**config.mk**
```make
export PLATFORM = sky130hd
export DESIGN_NAME = conv_scheduler
export DESIGN_NICKNAME = d
export VERILOG_FILES = /design/src/rtl/conv_scheduler.sv
export SDC_FILE = /design/constraint.sdc
export NUM_CORES = 1
export LEC_CHECK = 0
export CAP_MARGIN = 5
export CORE_MARGIN = 2
export CORE_UTILIZATION = 52
export DETAILED_ROUTE_END_ITERATION = 7
export PLACE_DENSITY = 0.81
export SYNTH_ARGS = -nofsm -noshare
export SYNTH_HDL_FRONTEND = slang
export SYNTH_SLANG_ARGS = --single-unit
```
**constraint.sdc**
```tcl
create_clock -name i_clk -period 3.88 [get_ports i_clk]
set_clock_uncertainty 0.2 [all_clocks]
set_input_delay 0.97 -clock i_clk [delete_from_list [all_inputs] [get_ports i_clk]]
set_output_delay 0.97 -clock i_clk [all_outputs]
set_load 0.005 [all_outputs]
```
**src/rtl/conv_scheduler.sv**
```systemverilog
// Job sequencer for the 3x3 convolution engine: loads the kernel, then walks every
// output position of the feature map two columns at a time and writes both results.
module conv_scheduler #(
  parameter int IMG_W  = 28,
  parameter int IMG_H  = 28,
  parameter int K      = 3,
  parameter int ADDR_W = 10
) (
  input  logic              i_clk,
  input  logic              i_rst,
  input  logic              i_start,
  input  logic [2:0]        i_stride,
  input  logic [ADDR_W-1:0] i_src_base,
  input  logic [ADDR_W-1:0] i_kernel_base,
  input  logic [ADDR_W-1:0] i_dst_base,
  output logic              o_busy,
  output logic              o_done,
  output logic              o_err,
  output logic [2:0]        o_stride,
  output logic              o_kload_start,
  output logic [ADDR_W-1:0] o_kernel_addr,
  input  logic              i_kload_done,
  output logic              o_cmd_valid,
  output logic [ADDR_W-1:0] o_cmd_src_addr,
  input  logic              i_cmd_ready,
  input  logic              i_res_valid,
  input  logic [7:0]        i_res_sum1,
  input  logic [7:0]        i_res_sum2,
  output logic              o_wr_en,
  output logic [ADDR_W-1:0] o_wr_addr,
  output logic [7:0]        o_wr_data
);

  localparam int CW     = $clog2(IMG_W + IMG_H) + 1;
  localparam int OUT_W1 = IMG_W - K + 1;
  localparam int OUT_H1 = IMG_H - K + 1;
  localparam int OUT_W2 = (IMG_W - K) / 2 + 1;
  localparam int OUT_H2 = (IMG_H - K) / 2 + 1;

  typedef enum logic [2:0] {
    IDLE, LOAD_KERNEL, WAIT_KLOAD, ISSUE, WAIT_RES, WRITE0, WRITE1, DONE
  } state_t;

  state_t            state;
  logic [CW-1:0]     out_row;
  logic [CW-1:0]     out_col;
  logic [ADDR_W-1:0] row_src_addr;
  logic [ADDR_W-1:0] wr_ptr;
  logic [7:0]        sum2_reg;

  logic [CW-1:0]     out_w;
  logic [CW-1:0]     out_h;
  logic [ADDR_W-1:0] row_step;
  logic [ADDR_W-1:0] col_step;
  logic [CW-1:0]     col_next;
  logic [CW-1:0]     row_next;
  logic              col_wrap;
  logic              has_pair;

  // Geometry follows the latched stride; only 1 and 2 can ever be latched.
  assign out_w    = (o_stride == 3'd2) ? CW'(OUT_W2) : CW'(OUT_W1);
  assign out_h    = (o_stride == 3'd2) ? CW'(OUT_H2) : CW'(OUT_H1);
  assign row_step = (o_stride == 3'd2) ? ADDR_W'(2 * IMG_W) : ADDR_W'(IMG_W);
  assign col_step = (o_stride == 3'd2) ? ADDR_W'(4) : ADDR_W'(2);
  assign col_next = out_col + CW'(2);
  assign row_next = out_row + CW'(1);
  assign col_wrap = (col_next >= out_w);
  assign has_pair = ((out_col + CW'(1)) < out_w);

  always_ff @(posedge i_clk or posedge i_rst) begin
    if (i_rst) begin
      state          <= IDLE;
      out_row        <= '0;
      out_col        <= '0;
      row_src_addr   <= '0;
      wr_ptr         <= '0;
      sum2_reg       <= '0;
      o_busy         <= 1'b0;
      o_done         <= 1'b0;
      o_err          <= 1'b0;
      o_stride       <= '0;
      o_kload_start  <= 1'b0;
      o_kernel_addr  <= '0;
      o_cmd_valid    <= 1'b0;
      o_cmd_src_addr <= '0;
      o_wr_en        <= 1'b0;
      o_wr_addr      <= '0;
      o_wr_data      <= '0;
    end else begin
      o_kload_start <= 1'b0;
      o_done        <= 1'b0;
      o_err         <= 1'b0;
      case (state)
        IDLE: begin
          if (i_start) begin
            if (i_stride == 3'd1 || i_stride == 3'd2) begin
              o_stride       <= i_stride;
              o_kernel_addr  <= i_kernel_base;
              row_src_addr   <= i_src_base;
              o_cmd_src_addr <= i_src_base;
              wr_ptr         <= i_dst_base;
              out_row        <= '0;
              out_col        <= '0;
              o_busy         <= 1'b1;
              o_kload_start  <= 1'b1;
              state          <= LOAD_KERNEL;
            end else begin
              o_err <= 1'b1;
            end
          end
        end
        LOAD_KERNEL: state <= WAIT_KLOAD;
        WAIT_KLOAD: begin
          if (i_kload_done) begin
            o_cmd_valid <= 1'b1;
            state       <= ISSUE;
          end
        end
        ISSUE: begin
          if (i_cmd_ready) begin
            o_cmd_valid <= 1'b0;
            state       <= WAIT_RES;
          end
        end
        WAIT_RES: begin
          if (i_res_valid) begin
            sum2_reg  <= i_res_sum2;
            o_wr_en   <= 1'b1;
            o_wr_addr <= wr_ptr;
            o_wr_data <= i_res_sum1;
            wr_ptr    <= wr_ptr + ADDR_W'(1);
            state     <= WRITE0;
          end
        end
        WRITE0, WRITE1: begin
          if (state == WRITE0 && has_pair) begin
            o_wr_addr <= wr_ptr;
            o_wr_data <= sum2_reg;
            wr_ptr    <= wr_ptr + ADDR_W'(1);
            state     <= WRITE1;
          end else begin
            // Advance to the next pair; addresses move by running offsets.
            o_wr_en <= 1'b0;
            if (col_wrap) begin
              out_col        <= '0;
              out_row        <= row_next;
              row_src_addr   <= row_src_addr + row_step;
              o_cmd_src_addr <= row_src_addr + row_step;
            end else begin
              out_col        <= col_next;
              o_cmd_src_addr <= o_cmd_src_addr + col_step;
            end
            if (col_wrap && row_next == out_h) begin
              o_done <= 1'b1;
              o_busy <= 1'b0;
              state  <= DONE;
            end else begin
              o_cmd_valid <= 1'b1;
              state       <= ISSUE;
            end
          end
        end
        DONE: state <= IDLE;
        default: state <= IDLE;
      endcase
    end
  end

endmodule

```
==> impl_metrics.py, run 1 <==
metrics = {
    "run_status": {
        "status": "completed",
    },
    "route": {
        "postRouteAntennaNets": 0,
        "drt_iter0_drc": 233,
        "vias": 4479,
        "viasPerCell": 5.74,
        "wire_per_inst_um": 15.9,
        "drtPass1Iterations": 5,
        "drc": 0,
        "wl_um": 12400,
    },
    "pwr": {
        "finalPower_mw": 4.92,
        "p_leak_nw": 2.68,
        "powerDensity_nw_per_um2": 771,
        "irDropWorstVdd_mv": 0.479,
    },
    "synth": {
        "syn_inst": 551,
        "synth_top_cell_by_area": "dfrtp_1",
        "synth-edff-count": 0,
        "synthArstFlopShare_pct": 100,
        "synthesis.area_um2": 5010,
        "synth_nets": 614,
        "yosysWarnings": 0,
        "synth_cell_type_count": 70,
        "synthFlopType": "dfrtp_1",
        "seq_area_frac_synth_pct": 45.4,
        "synth_seq_cells": 91,
        "yosys.area.top_type_share_pct": 45.4,
        "avgSynthCellArea_um2": 9.09,
        "synthTopCellsByArea": "dfrtp_1 (45%), nand2_1 (8.0%), mux2_2 (4.3%)",
    },
    "clock_tree": {
        "cts_resized": 0,
        "numCtsBuffers": 9,
        "numClockSinks": 91,
        "clockBufferDepth": 2,
        "clkTransAtPathRegs_ns": 0.10,
        "cts_max_level": 3,
        "postCtsSetupBuffers": 0,
        "clock_latency_ns": 0.37,
        "root_buffer": "clkbuf_8",
        "hold_buffers": 0,
        "cts_tree": "yes",
    },
    "floorplanning": {
        "die_w_um": 102,
        "initial_core_util_pct": 54.0,
        "core_um2": 9280,
        "row_count": 35,
        "dieHeight_um": 102,
        "io_pins": 102,
        "dieArea_um2": 10400,
    },
    "worst_setup_path": {
        "worst_r2r_path_depth": 8,
        "cp_top_family": "compound AO/OA/AOI/OAI gates",
        "reg2reg_from": "out_col[1]",
        "crit_chain": "ha_1, and2_1, a311oi_1, a21oi_1, a21oi_1, a211o_1, o21ai_0, o41ai_1",
        "crit_required_ns": 3.94,
        "path_max_fanout": 12,
        "worstSetupPathType": "reg -> reg",
        "path_buf_inv": 0,
        "cp.depth": 8,
        "crit_arrival_ns": 3.34,
        "critPathLaunch": "out_col[1]",
        "start_kind": "flip-flop",
        "r2r_end": "out_row[2]",
        "reg2reg_slack_ns": 0.60,
        "slowest_stage": "a211o_1",
        "cp_common_cell": "a21oi_1",
        "slowest_delay_ns": 0.53,
        "crit_end": "out_row[2]",
        "worstSetupEndpointType": "flip-flop",
    },
    "timing": {
        "rsz0062_at_grt": "no",
        "setup_viol": 0,
        "fin_crit_ns": 3.28,
        "fin_tns_setup_ns": 0,
        "maxSlewHeadroom_pct": 54.7,
        "hold_viol_final": 0,
        "hold_ws_ns": 0.281,
        "fin_crit_sh_pct": 84.5,
        "fin_ws_ns": 0.600,
        "slew_viol_final": 0,
        "maxClockFrequency_ghz": 0.305,
        "worst_pin_slew_ns": 0.672,
    },
    "final_layout": {
        "drive_gt1_share_pct": 11.2,
        "fin_nets": 709,
        "n_fill_cell": 733,
        "regArea_um2": 2280,
        "area_growth_pct": 27.3,
        "multi_input_area_um2": 2510,
        "fin_cells": 780,
        "final_common_cell": "nand2_1",
        "post-route-util_pct": 68.7,
        "diodes": 0,
        "final_cell_mix": "nand2_1 (107), clkdlybuf4s50_1 (101), dfrtp_1 (91)",
        "fin_area_um2": 6380,
    },
    "grt": {
        "grt-ovfl-total": 0,
        "grt_pass1_vias": 4322,
        "grt_max_degree": 38,
        "grt_pass1_wl_um": 20200,
        "grtUsageTotal_pct": 24.4,
        "antenna_found_initial": 0,
    },
    "placed_design": {
        "placed_cells": 764,
        "gp_congestion": 0.884,
        "io_buffers": 101,
        "preCtsSetupSlack_ns": 0.417,
        "dpl.hpwl_um": 8730,
        "dpl-instance-area_um2": 6170,
    },
    "flow_run": {
        "cap_violations": 0,
    },
    "min_path": {
        "min_path_type": "reg -> reg",
        "min_from": "o_kernel_addr[2]",
    },
}
[area by class of cell]
class	count	share of cell area [%]
Tap cell	129	2.53
Sequential cell	91	35.7
Inverter	18	1.12
Clock buffer	10	2.16
Clock inverter	6	1.10
Multi-Input combinational cell	406	39.3
Timing Repair Buffer	120	18.1
[how the worst min path moves through the flow]
stage	slack, ns	end	cells after the start
after floorplan	0.25	row_src_addr[1]	2
after detailed placement	0.26	o_kernel_addr[2]	2
after CTS	0.29	o_kernel_addr[2]	2
after global routing	0.31	o_kernel_addr[4]	2
after global placement	0.26	o_kernel_addr[2]	2
final	0.28	o_kernel_addr[2]	2
[Yosys cell counts (5+ instances only)]
| master | instances |
|---|---|
| a21oi_1 | 33 |
| a31oi_1 | 13 |
| buf_2 | 5 |
| clkbuf_1 | 24 |
| dfrtp_1 | 91 |
| ha_1 | 8 |
| inv_1 | 15 |
| mux2_2 | 19 |
| mux2i_1 | 10 |
| nand2_1 | 107 |
| nand3_1 | 24 |
| nand4_1 | 8 |
| nor2_1 | 30 |
| nor3_1 | 9 |
| o211ai_1 | 12 |
| o21ai_0 | 27 |
| o22ai_1 | 6 |
| xnor2_1 | 11 |
| xor2_1 | 6 |
[cell families (layout without fill, tap and decap cells)]
family | count (synthesis) | after routing | synth area share (%)
multiplexers | 30 | 30 | 6.57
flip-flops | 91 | 91 | 45.4
buffers and inverters | 54 | 154 | 4.67
adder cells (fa/ha/maj) | 10 | 10 | 2.40
XOR/XNOR | 17 | 17 | 2.97
AND/OR/NAND/NOR | 214 | 214 | 20.2
AO/OA/AOI/OAI | 135 | 135 | 17.8
[layer usage]
metal	track usage [%]	share of wire (%)
met1	31.8	44
met2	40.0	48
met3	6.70	7.1
met4	7.69	1.3
met5	0	0
[power breakdown]
part | internal, mW | total [mW] | switching [mW]
logic | 1.20 | 2.45 | 1.25
registers | 1.36 | 1.78 | 0.426
clock network | 0.321 | 0.685 | 0.363
total | 2.88 | 4.92 | 2.04
[worst register-to-register path, cell delays in order (launching register included)]
cell and delay [ns]:
dfrtp_1 0.50, ha_1 0.35, and2_1 0.19, a311oi_1 0.29, a21oi_1 0.08, a21oi_1 0.35, a211o_1 0.53, o21ai_0 0.38
o41ai_1 0.32
(Power assumes the default switching activity.)
==> run 2, diff against run 1 <==
--- a/config.mk
+++ b/config.mk
@@ -7,9 +7,9 @@
 export LEC_CHECK = 0
 export CAP_MARGIN = 5
 export CORE_MARGIN = 2
-export CORE_UTILIZATION = 52
+export CORE_UTILIZATION = 47
 export DETAILED_ROUTE_END_ITERATION = 7
-export PLACE_DENSITY = 0.81
+export PLACE_DENSITY = 0.77
 export SYNTH_ARGS = -nofsm -noshare
 export SYNTH_HDL_FRONTEND = slang
 export SYNTH_SLANG_ARGS = --single-unit
==> constraint.sdc (replaced) <==
create_clock -name i_clk -period 2.8 [get_ports i_clk]
set_clock_uncertainty 0.2 [all_clocks]
set_input_delay 0.7 -clock i_clk [delete_from_list [all_inputs] [get_ports i_clk]]
set_output_delay 0.7 -clock i_clk [all_outputs]
set_load 0.005 [all_outputs]
==> run 2 against run 1 <==
Net effect: critical path depth up 2; final cell count is 6.5% higher; the run now ends with negative setup slack left; sequential power is 39% higher; cell area is 11% higher; largest power group unchanged; die area up 10%; register-to-register slack worse by 0.75 ns; routed wire length up 14%.
==> impl_metrics.py, run 2 (synthesized netlist as in run 1, its figures left out) <==
metrics = {
    "floorplanning": {
        "dieArea_um2": 11500,
        "row_count": 37,
        "die_w_um": 107,
        "io_pins": 102,
        "dieHeight_um": 107,
        "initial_core_util_pct": 48.5,
        "core_um2": 10300,
    },
    "pwr": {
        "powerDensity_nw_per_um2": 1100,
        "irDropWorstVdd_mv": 0.510,
        "finalPower_mw": 7.81,
        "p_leak_nw": 3.00,
    },
    "worst_setup_path": {
        "path_buf_inv": 2,
        "crit_chain": "ha_1, and2_1, a311oi_1, a21oi_1, a21oi_2, a211oi_4, buf_12, clkbuf_16, or4_1, nand3_1",
        "cp_top_family": "compound AO/OA/AOI/OAI gates",
        "reg2reg_slack_ns": -0.15,
        "crit_required_ns": 2.92,
        "worstSetupEndpointType": "flip-flop",
        "crit_arrival_ns": 3.06,
        "path_max_fanout": 7,
        "start_kind": "flip-flop",
        "worstSetupPathType": "reg -> reg",
        "slowest_stage": "dfrtp_2",
        "slowest_delay_ns": 0.49,
    },
    "timing": {
        "rsz0062_at_grt": "yes",
        "slew_viol_final": 0,
        "fin_crit_ns": 2.95,
        "maxSlewHeadroom_pct": 60.6,
        "maxClockFrequency_ghz": 0.339,
        "setup_viol": 20,
        "fin_ws_ns": -0.147,
        "worst_pin_slew_ns": 0.590,
        "fin_crit_sh_pct": 105,
        "hold_viol_final": 0,
        "fin_tns_setup_ns": -1.31,
    },
    "min_path": {
        "min_path_type": "reg -> reg",
    },
    "route": {
        "wire_per_inst_um": 17.0,
        "viasPerCell": 5.79,
        "drt_iter0_drc": 240,
        "vias": 4811,
        "wl_um": 14100,
        "drtPass1Iterations": 5,
        "drc": 0,
        "postRouteAntennaNets": 0,
    },
    "clock_tree": {
        "numCtsBuffers": 9,
        "hold_buffers": 0,
        "cts_max_level": 3,
        "cts_tree": "yes",
        "clock_latency_ns": 0.38,
        "root_buffer": "clkbuf_8",
        "clkTransAtPathRegs_ns": 0.09,
        "numClockSinks": 91,
        "clockBufferDepth": 2,
    },
    "run_status": {
        "status": "finished, violations left",
        "violations": "negative setup slack",
    },
    "grt": {
        "grt_pass1_vias": 4562,
        "grtUsageTotal_pct": 23.9,
        "antenna_found_initial": 0,
        "grt-ovfl-total": 0,
        "grt_pass1_wl_um": 22000,
        "grt_max_degree": 36,
    },
    "final_layout": {
        "diodes": 0,
        "area_growth_pct": 41.2,
        "drive_gt1_share_pct": 20.4,
        "final_cell_mix": "nand2_1 (107), clkdlybuf4s50_1 (101), dfrtp_1 (90)",
        "final_common_cell": "nand2_1",
        "fin_nets": 753,
        "n_fill_cell": 787,
    },
    "placed_design": {
        "io_buffers": 101,
        "gp_congestion": 0.875,
        "dpl.hpwl_um": 9080,
    },
    "flow_run": {
        "cap_violations": 0,
    },
}
[run 2: cell types whose count changed in the layout (fill, tap and decap cells not counted), moves of 3 or more]
| cell | delta |
|---|---|
| buf_4 | +31 |
| buf_12 | +7 |
| a21oi_1 | -4 |
| a21oi_2 | +4 |
| buf_6 | +4 |
| nor3_1 | -4 |
| nor3_2 | +3 |
| o21ai_0 | -3 |
[run 2: routing by layer]
| layer | global-route usage [%] | vias up | wire (µm) |
|---|---|---|---|
| met4 | 7.70 | 0 | 201 |
| met5 | 0 | - | 0 |
| met2 | 38.9 | 229 | 6940 |
| met1 | 31.9 | 2326 | 5820 |
| li1 | - | 2231 | - |
| met3 | 5.27 | 25 | 1170 |
[run 2: path summary, 6_finish.rpt]
kind / from / endpoint / depth (start not counted)
max in group asynchronous: i_rst / out_col[2] / 3
worst min register to register: o_kernel_addr[0] / o_kernel_addr[0] / 2
worst max-delay path: out_col[2] / out_row[3] / 10
worst max register to register: out_col[2] / out_row[3] / 10
min in group asynchronous: i_rst / wr_ptr[7] / 2
worst min-delay path: o_kernel_addr[0] / o_kernel_addr[0] / 2
[run 2: report_power, final]
part	internal (mW)	total, mW	switching, mW
Combinational	2.18	4.27	2.09
Clock	0.583	1.08	0.493
Sequential	1.89	2.47	0.581
Total	4.65	7.81	3.16
[run 2: tightest hold or removal path: cells and delay by family (launching register included)]
kind | cells | cell delay, ns
flops | 1 | 0.36
simple gates | 2 | 0.10
[run 2: metrics by stage]
stage	setup WS [ns]	utilization (%)	cell area, µm²	hold WS, ns	instances
2_1_floorplan	0.0115	-	5020	0.245	551
3_3_place_gp	-0.161	62.2	6420	0.259	795
3_5_place_dp	-0.218	62.2	6420	0.266	795
4_1_cts	0.00986	65.3	6740	0.287	816
5_1_grt	-0.203	68.5	7080	0.318	831
6_report	-0.147	68.5	7080	0.286	831
[run 2: repair_timing]
item                                    CTS  global route
endpoints found under the setup margin    6            58
buffers inserted                          5            13
pin swaps                                 4            16
endpoints found under the hold margin     0             0
cloned                                    0             2
resized for setup                         6            37
[run 2: area by class of cell]
class                   instances  area (µm²)  area share [%]
clock buffers                  12         165            2.33
clock inverters                 4        77.6            1.10
inverters                      18        73.8            1.04
multi-input cells             406        2700            38.1
flip-flops and latches         91        2280            32.2
well taps                     136         170            2.40
repair buffers                164        1610            22.8
